File: src/rtl/pipeline_hazard_controller.sv
// Stall/flush sequencer for a 5-stage MIPS pipeline: load-use, branch, jump and
// data-memory wait handling, plus a memory-timeout watchdog and debug counters.
module pipeline_hazard_controller #(
  parameter int MEM_TIMEOUT = 64,
  parameter int CNT_W       = 16
) (
  input  logic             clk,
  input  logic             reset,
  input  logic [5:0]       id_opcode,
  input  logic [4:0]       id_rs,
  input  logic [4:0]       id_rt,
  input  logic             ex_mem_read,
  input  logic [4:0]       ex_rt,
  input  logic             ex_branch_taken,
  input  logic             dmem_req,
  input  logic             dmem_ready,
  output logic             pc_write,
  output logic             ifid_write,
  output logic             ifid_flush,
  output logic             idex_flush,
  output logic             exmem_write,
  output logic             memwb_write,
  output logic             mem_error,
  output logic [CNT_W-1:0] stall_cycles,
  output logic [CNT_W-1:0] flush_events,
  output logic [1:0]       fsm_state
);

  localparam logic [1:0] RUN      = 2'd0;
  localparam logic [1:0] MEM_WAIT = 2'd1;
  localparam logic [1:0] HALT     = 2'd2;

  localparam logic [5:0] OP_RTYPE = 6'b000000;
  localparam logic [5:0] OP_SW    = 6'b101011;
  localparam logic [5:0] OP_BEQ   = 6'b000100;
  localparam logic [5:0] OP_J     = 6'b000010;

  localparam logic [7:0] TIMEOUT_CNT = 8'(MEM_TIMEOUT);

  logic [1:0] state, state_nxt;
  logic [7:0] wait_cnt, wait_cnt_nxt;
  logic       set_error;
  logic       stall_inc;
  logic       flush_inc;
  logic       rt_is_source;
  logic       load_use;
  logic       mem_stuck;

  // rt is only read as a source by R-type, sw and beq.
  assign rt_is_source = (id_opcode == OP_RTYPE) || (id_opcode == OP_SW) || (id_opcode == OP_BEQ);
  assign load_use     = ex_mem_read && (ex_rt != 5'd0) &&
                        ((ex_rt == id_rs) || ((ex_rt == id_rt) && rt_is_source));
  assign mem_stuck    = dmem_req && !dmem_ready;
  assign fsm_state    = state;

  always_comb begin
    pc_write     = 1'b1;
    ifid_write   = 1'b1;
    exmem_write  = 1'b1;
    memwb_write  = 1'b1;
    ifid_flush   = 1'b0;
    idex_flush   = 1'b0;
    state_nxt    = state;
    wait_cnt_nxt = wait_cnt;
    set_error    = 1'b0;
    stall_inc    = 1'b0;
    flush_inc    = 1'b0;
    case (state)
      RUN: begin
        if (mem_stuck) begin
          {pc_write, ifid_write, exmem_write, memwb_write} = 4'b0000;
          state_nxt    = MEM_WAIT;
          wait_cnt_nxt = 8'd1;
          stall_inc    = 1'b1;
        end else if (ex_branch_taken) begin
          ifid_flush = 1'b1;
          idex_flush = 1'b1;
          flush_inc  = 1'b1;
        end else if (load_use) begin
          pc_write   = 1'b0;
          ifid_write = 1'b0;
          idex_flush = 1'b1;
          stall_inc  = 1'b1;
        end else if (id_opcode == OP_J) begin
          ifid_flush = 1'b1;
          flush_inc  = 1'b1;
        end
      end
      MEM_WAIT: begin
        // A dropped request is an abort and completes like a ready access.
        if (!mem_stuck) begin
          state_nxt    = RUN;
          wait_cnt_nxt = 8'd0;
        end else begin
          {pc_write, ifid_write, exmem_write, memwb_write} = 4'b0000;
          if (wait_cnt == TIMEOUT_CNT) begin
            set_error = 1'b1;
            state_nxt = HALT;
          end else begin
            wait_cnt_nxt = wait_cnt + 8'd1;
            stall_inc    = 1'b1;
          end
        end
      end
      default: begin
        {pc_write, ifid_write, exmem_write, memwb_write} = 4'b0000;
        state_nxt = HALT;
      end
    endcase
    if (reset) begin
      {pc_write, ifid_write, exmem_write, memwb_write} = 4'b0000;
      ifid_flush = 1'b1;
      idex_flush = 1'b1;
    end
  end

  always_ff @(posedge clk or posedge reset) begin
    if (reset) begin
      state        <= RUN;
      wait_cnt     <= 8'd0;
      mem_error    <= 1'b0;
      stall_cycles <= '0;
      flush_events <= '0;
    end else begin
      state     <= state_nxt;
      wait_cnt  <= wait_cnt_nxt;
      mem_error <= mem_error | set_error;
      if (stall_inc && (stall_cycles != {CNT_W{1'b1}}))
        stall_cycles <= stall_cycles + CNT_W'(1);
      if (flush_inc && (flush_events != {CNT_W{1'b1}}))
        flush_events <= flush_events + CNT_W'(1);
    end
  end

endmodule

File: config.mk
export PLATFORM = sky130hd
export DESIGN_NAME = pipeline_hazard_controller
export DESIGN_NICKNAME = d
export VERILOG_FILES = /design/src/rtl/pipeline_hazard_controller.sv
export SDC_FILE = /design/constraint.sdc
export NUM_CORES = 1
export LEC_CHECK = 0
export CAP_MARGIN = 10
export CORE_ASPECT_RATIO = 1.5
export CORE_MARGIN = 2
export CORE_UTILIZATION = 43
export CTS_BUF_LIST = sky130_fd_sc_hd__clkbuf_16
export DETAILED_ROUTE_END_ITERATION = 10
export GPL_TIMING_DRIVEN = 0
export HOLD_SLACK_MARGIN = 0.06
export PLACE_DENSITY_LB_ADDON = 0.25
export SYNTH_ARGS = -nofsm -noshare
export SYNTH_HDL_FRONTEND = slang
export SYNTH_SLANG_ARGS = --single-unit
File: constraint.sdc
create_clock -name clk -period 2 [get_ports clk]
set_input_delay 0.4 -clock clk [delete_from_list [all_inputs] [get_ports clk]]
set_output_delay 0.4 -clock clk [all_outputs]
set_load 0.03 [all_outputs]
==> impl_metrics.tcl, run 1 <==
set metrics [dict create \
    status "finished with violations" \
    violated_checks "negative setup slack" \
    dpl.hpwl_um 4140 \
    cp_slowest_stage_delay_ns 0.50 \
    maxCapViolCount 0 \
    synth_area_um2 2380 \
    tritoncts.num_buffers 5 \
    critPathRequiredTime_ns 1.60 \
    finalWorstPathRequiredPeriod_ns 2.44 \
    min-delay-path-class "in2async" \
    cts_tree "done" \
    grt_setup_unrepaired "true" \
    syn-num-nets 279 \
    holdBufCountCts 0 \
    drt_iter0_drc 149 \
    final_core_util 0.726 \
    yosys_register_bits 43 \
    regToRegSetupSlack_ns -0.09 \
    synth_area_leaders "dfrtp_1, xor2_1, nor3_1" \
    ant_nets 0 \
    drc 0 \
    nets 376 \
    ctsLongestPathBuffers 2 \
    synth_largest_type_area_fraction 0.453 \
    cp_num_buf_inv 3 \
    die-width_um 64.7 \
    final_layout_size_suffix_gt1_frac 0.335 \
    worst_ep_arrival_time_ns 2.04 \
    finalMaxSlewViolations 0 \
    worst-path-max-fanout 3 \
    clk-insertion-delay-late_ns 0.29 \
    cts-root-buf "clkbuf_16" \
    maximum_number_of_pins_on_one_net_before_global_route_repair 23 \
    syn-instance-count 248 \
    syn_avg_cell_area_um2 9.58 \
    family_with_the_most_delay_on_the_worst_path "simple AND/OR/NAND/NOR gates" \
    max_freq_ghz 0.410 \
    clk_transition_reported_paths_ns 0.06 \
    routed_via_density 5.58 \
    area_delta_synth_final_pct 65.3 \
    cts_htree_levels 2 \
    antenna_cells 0 \
    holdWs_ns 0.390 \
    mostFrequentLayoutCell "clkdlybuf4s50_1" \
    clkSinkCount 43 \
    yosys_warnings 0 \
    grt_overall_usage 0.227 \
    synth.lib_cells_used.distinct 44 \
    core_um2 5410 \
    grt_antenna_before_repair 0 \
    async_flop_share 1.00 \
    power_density_nw_per_um2 881 \
    synth-edff-count 0 \
    fp.dieH_um 95.0 \
    drt_first_pass_iters 4 \
    vdd_ir_drop_max_mv 0.859 \
    startpoint_type "input port" \
    placement_rows 33 \
    vias 2320 \
    total_leakage_power_nw 1.74 \
    setup_crit_end_kind "output port" \
    setup-violations-final 19 \
    fin_ws_ns -0.439 \
    io_pins 68 \
    min_period_over_period 1.22 \
    finalWeightedCongestion 0.849 \
    finalHoldViolCount 0 \
    ys.flop_type "dfrtp_1" \
    worst_pin_slew_ns 0.526 \
    wl_per_cell_um 16.9 \
    critPathKind "in2out" \
    max-slew-margin-rel 0.648 \
    overflow 0 \
    layout_common_cells "clkdlybuf4s50_1, dfrtp_1, xor2_1" \
    rr_worst_depth 7 \
    buffer_ports.inserted 67 \
    reg2reg_to "stall_cycles[1]$_DFFE_PP0P_" \
    timing.critical_path.cells "clkdlybuf4s15_2 -> xor2_1 -> or4_4 -> o31ai_4 -> nand2b_1 -> o31a_1 -> buf_4 -> buf_6" \
    grt_pass1_vias 2287 \
    seq_total_area_yosys 0.453 \
    grt_pass1_wl_um 10800 \
    wirelength_um 7020 \
    skew_ns 0.0100 \
    crit_path_top_delay_cell "or4_4" \
    dieArea_um2 6150 \
    synth_largest_area_cell "dfrtp_1" \
    regToRegStartpoint "wait_cnt[0]$_DFFE_PP0P_" \
    start_util 0.439 \
]
## cell type report
type,count,area (µm²)
timing repair inverter,1,5.00
timing repair buffer,89,875
tap,70,87.6
sequential,43,1080
clock buffer,5,125
multi-input combinational,190,1620
fill,381,1480
clock inverter,3,47.5
buffer,8,58.8
inverter,7,30.0
## worst reg2reg max path, stage by stage, from the launching register on
cell and delay [ns]:
dfrtp_1 0.43, inv_1 0.09, ha_1 0.22, and3_1 0.21, a21boi_4 0.21, a21oi_4 0.09
or3_4 0.43, mux2_4 0.30
## what timing repair did
item | 4_1_cts | 5_1_grt
buffers inserted | 12 | 9
cloned | 4 | 0
pin swaps | 35 | 13
gates resized for setup | 156 | 30
setup endpoints to repair | 38 | 45
## state kept, by name (all words and copies together) (netlist names)
register      cells
mem_error         1
wait_cnt          8
stall_cycles     16
fsm_state         2
flush_events     16
## worst max-delay path by stage
stage                         from       end  slack, ns  cells past startpoint
after floorplan           ex_rt[2]  pc_write      -0.33                      7
after global placement    ex_rt[2]  pc_write      -1.39                      9
after detailed placement  ex_rt[3]  pc_write      -1.40                      9
after CTS                 id_rt[3]  pc_write      -0.50                      9
after global routing      id_rt[3]  pc_write      -0.50                      9
final                     ex_rt[0]  pc_write      -0.44                      8
## synth_stat cells (2+ instances only)
library cell	number
nand2_1	18
inv_1	7
ha_1	4
nor3_1	21
o21ai_0	14
o21ai_1	2
dfrtp_1	43
a21oi_1	3
nor2_1	18
nand3_1	16
xor2_1	27
buf_4	3
and3_1	8
nor4_1	9
clkbuf_1	4
nand2b_1	4
nand4_1	7
xnor2_1	12
a21o_1	3
## per-layer routing
layer | GRT usage | vias up | wire length [µm]
li1 | - | 1068 | -
met1 | 0.253 | 1174 | 2710
met2 | 0.423 | 65 | 3920
met3 | 0.0437 | 13 | 257
met4 | 0.0887 | 0 | 129
met5 | 0 | - | 0
## metrics by stage
| step | cells | area, µm² | setup WS (ns) | setup TNS, ns | power (mW) |
|---|---|---|---|---|---|
| after global routing | 416 | 3930 | -0.496 | -4.18 | 3.61 |
| after detailed placement | 385 | 3190 | -1.40 | -27.48 | 2.37 |
| after floorplan | 248 | 2440 | -0.332 | -0.758 | 1.87 |
| final | 416 | 3930 | -0.439 | -2.35 | 3.46 |
| after global placement | 385 | 3190 | -1.39 | -26.84 | 2.35 |
| after CTS | 409 | 3720 | -0.495 | -2.89 | 3.40 |
## where the power goes
part           total [mW]  internal [mW]  switching (mW)
registers            1.23           1.03           0.205
clock network       0.956          0.596           0.361
logic                1.27          0.560           0.711
## cells by family (layout without fill, tap and decap cells)
family,count (synthesis),in the layout,share of synthesized area
adders and majority gates,4,4,0.0211
xor gates and xnor gates,39,39,0.144
and+or+nand+nor,113,113,0.251
buffers and inverters,15,113,0.0290
muxes,2,2,0.0111
DFF,43,43,0.453
AOI/OAI and AO/OA,32,32,0.0916
Note: power is estimated with default switching activity, not from simulation.
==> run 2: changes to the inputs <==
--- a/config.mk
+++ b/config.mk
@@ -13,7 +13,7 @@
 export DETAILED_ROUTE_END_ITERATION = 10
 export GPL_TIMING_DRIVEN = 0
 export HOLD_SLACK_MARGIN = 0.06
-export PLACE_DENSITY_LB_ADDON = 0.25
+export PLACE_DENSITY = 0.75
 export SYNTH_ARGS = -nofsm -noshare
 export SYNTH_HDL_FRONTEND = slang
 export SYNTH_SLANG_ARGS = --single-unit
==> run 2 against run 1 <==
Against the previous run: the flow still finishes with violations (negative setup slack); wire length down 6.1%; hold slack worse by 0.018 ns; via count down 6.1%; largest cell class unchanged.
==> impl_metrics.tcl, run 2 (synthesized netlist as in run 1, its figures left out) <==
set metrics [dict create \
    status "finished with violations" \
    violated_checks "negative setup slack" \
    start_util 0.439 \
    clk-insertion-delay-late_ns 0.29 \
    worst-path-max-fanout 3 \
    dieArea_um2 6150 \
    vias 2179 \
    grt_pass1_vias 2056 \
    final_core_util 0.689 \
    drt_first_pass_iters 4 \
    min-delay-path-class "in2async" \
    startpoint_type "input port" \
    antenna_cells 0 \
    place_area_um2 3190 \
    power_density_nw_per_um2 863 \
    io_pins 68 \
    fillerInstances 401 \
    critPathKind "in2out" \
    fp.dieH_um 95.0 \
    clkSinkCount 43 \
    finalMaxSlewViolations 0 \
    fin_setup_tns_ns -1.79 \
    top_regs "flush_events x16, stall_cycles x16, wait_cnt x8" \
    holdBufCountCts 0 \
    layout_common_cells "dfrtp_1, clkdlybuf4s50_1, xor2_1" \
    drt_iter0_drc 106 \
    grt_pass1_wl_um 9850 \
    pre_cts_slack_ns -1.41 \
    clk_transition_reported_paths_ns 0.06 \
    ctsLongestPathBuffers 2 \
    area_delta_synth_final_pct 56.9 \
    cts_tree "done" \
    tritoncts.num_buffers 5 \
    cp_slowest_stage_delay_ns 0.54 \
    maxCapViolCount 0 \
    setup_crit_end_kind "output port" \
    core_um2 5410 \
    placement_rows 33 \
    critPathRequiredTime_ns 1.60 \
    grt_setup_unrepaired "true" \
    maximum_number_of_pins_on_one_net_before_global_route_repair 23 \
    crit_path_frequent_cell "buf_6" \
    wl_per_cell_um 16.2 \
    cts-root-buf "clkbuf_16" \
    setup-violations-final 13 \
    total_leakage_power_nw 1.66 \
    grt_overall_usage 0.209 \
    timing.critical_path.cells "buf_6 -> xnor2_2 -> nand4_1 -> or4_4 -> o31ai_4 -> nand2b_4 -> o31a_1 -> buf_4 -> buf_6" \
    vdd_ir_drop_max_mv 1.10 \
    dpl.hpwl_um 4260 \
    max_freq_ghz 0.416 \
    buffer_ports.inserted 67 \
    wirelength_um 6590 \
    cts_htree_levels 2 \
    postLayoutCellArea_um2 3730 \
    die-width_um 64.7 \
    worst_ep_arrival_time_ns 2.00 \
    finalWorstPathRequiredPeriod_ns 2.40 \
    worst_pin_slew_ns 0.513 \
    grt_antenna_before_repair 0 \
    drc 0 \
    fin_ws_ns -0.403 \
    final_layout_size_suffix_gt1_frac 0.294 \
    skew_ns 0.00506 \
    regArea_um2 1080 \
    finalHoldViolCount 0 \
    cp_num_buf_inv 3 \
    finalWeightedCongestion 0.814 \
    nets 367 \
    overflow 0 \
    crit_path_top_delay_cell "or4_4" \
    family_with_the_most_delay_on_the_worst_path "simple AND/OR/NAND/NOR gates" \
    ant_nets 0 \
    routed_via_density 5.35 \
    min_period_over_period 1.20 \
    multiInputGateArea_um2 1540 \
    max-slew-margin-rel 0.657 \
]
-- run 2: changes by cell type in the layout (fill, tap and decap cells not counted), sizes merged --
| cell | before | now |
|---|---|---|
| buf | 44 | 38 |
| bufinv | 1 | 0 |
| clkbuf | 9 | 7 |
| clkdlybuf4s15 | 2 | 0 |
| clkdlybuf4s50 | 39 | 37 |
| clkinvlp | 2 | 3 |
| dlygate4sd2 | 4 | 6 |
| dlymetal6s2s | 4 | 5 |
-- run 2: worst paths after layout --
kind | start | depth (start not counted) | slack (ns) | to
max in group asynchronous | reset | 2 | 1.23 | stall_cycles[3]$_DFFE_PP0P_
min in group clk | mem_error$_DFF_PP0_ | 1 | 0.48 | mem_error$_DFF_PP0_
worst max register to register | wait_cnt[2]$_DFFE_PP0P_ | 6 | -0.05 | stall_cycles[1]$_DFFE_PP0P_
worst min-delay path | reset | 2 | 0.37 | stall_cycles[0]$_DFFE_PP0P_
worst max-delay path | id_rt[1] | 9 | -0.40 | pc_write
worst min register to register | mem_error$_DFF_PP0_ | 1 | 0.48 | mem_error$_DFF_PP0_
-- run 2: layout make-up --
| class | count | share of cell area |
|---|---|---|
| multi-input cells | 190 | 0.414 |
| flip-flops and latches | 43 | 0.291 |
| repair buffers | 80 | 0.208 |
| clock buffers | 5 | 0.0336 |
| well taps | 70 | 0.0235 |
| plain buffers | 8 | 0.0171 |
| inverters | 7 | 0.00805 |
| clock inverters | 3 | 0.00436 |
| repair inverters | 1 | 0.00134 |
-- run 2: repair_timing --
action,CTS,global route
endpoints found under the setup margin,38,42
pin swaps,15,22
cloned,2,1
gates resized for setup,122,46
setup buffers,7,4
-- run 2: metrics by stage --
stage	power (mW)	cells	hold WS, ns
floorplan	1.87	248	0.406
global placement	2.34	385	0.456
detailed placement	2.36	385	0.463
CTS	3.18	402	0.416
global route	3.37	407	0.383
finish	3.22	407	0.371
-- run 2: metal layers --
metal,track usage,vias up,share of wire
li1,-,1047,-
met5,0,-,0
met1,0.261,1072,0.40
met2,0.344,47,0.54
met3,0.0567,13,0.043
met4,0.0833,0,0.017
-- run 2: power breakdown --
part	internal (mW)	leakage, nW	total (mW)	switching, mW
Combinational	0.522	1.05	1.20	0.673
Clock	0.455	0.0710	0.785	0.330
Sequential	1.03	0.542	1.24	0.205
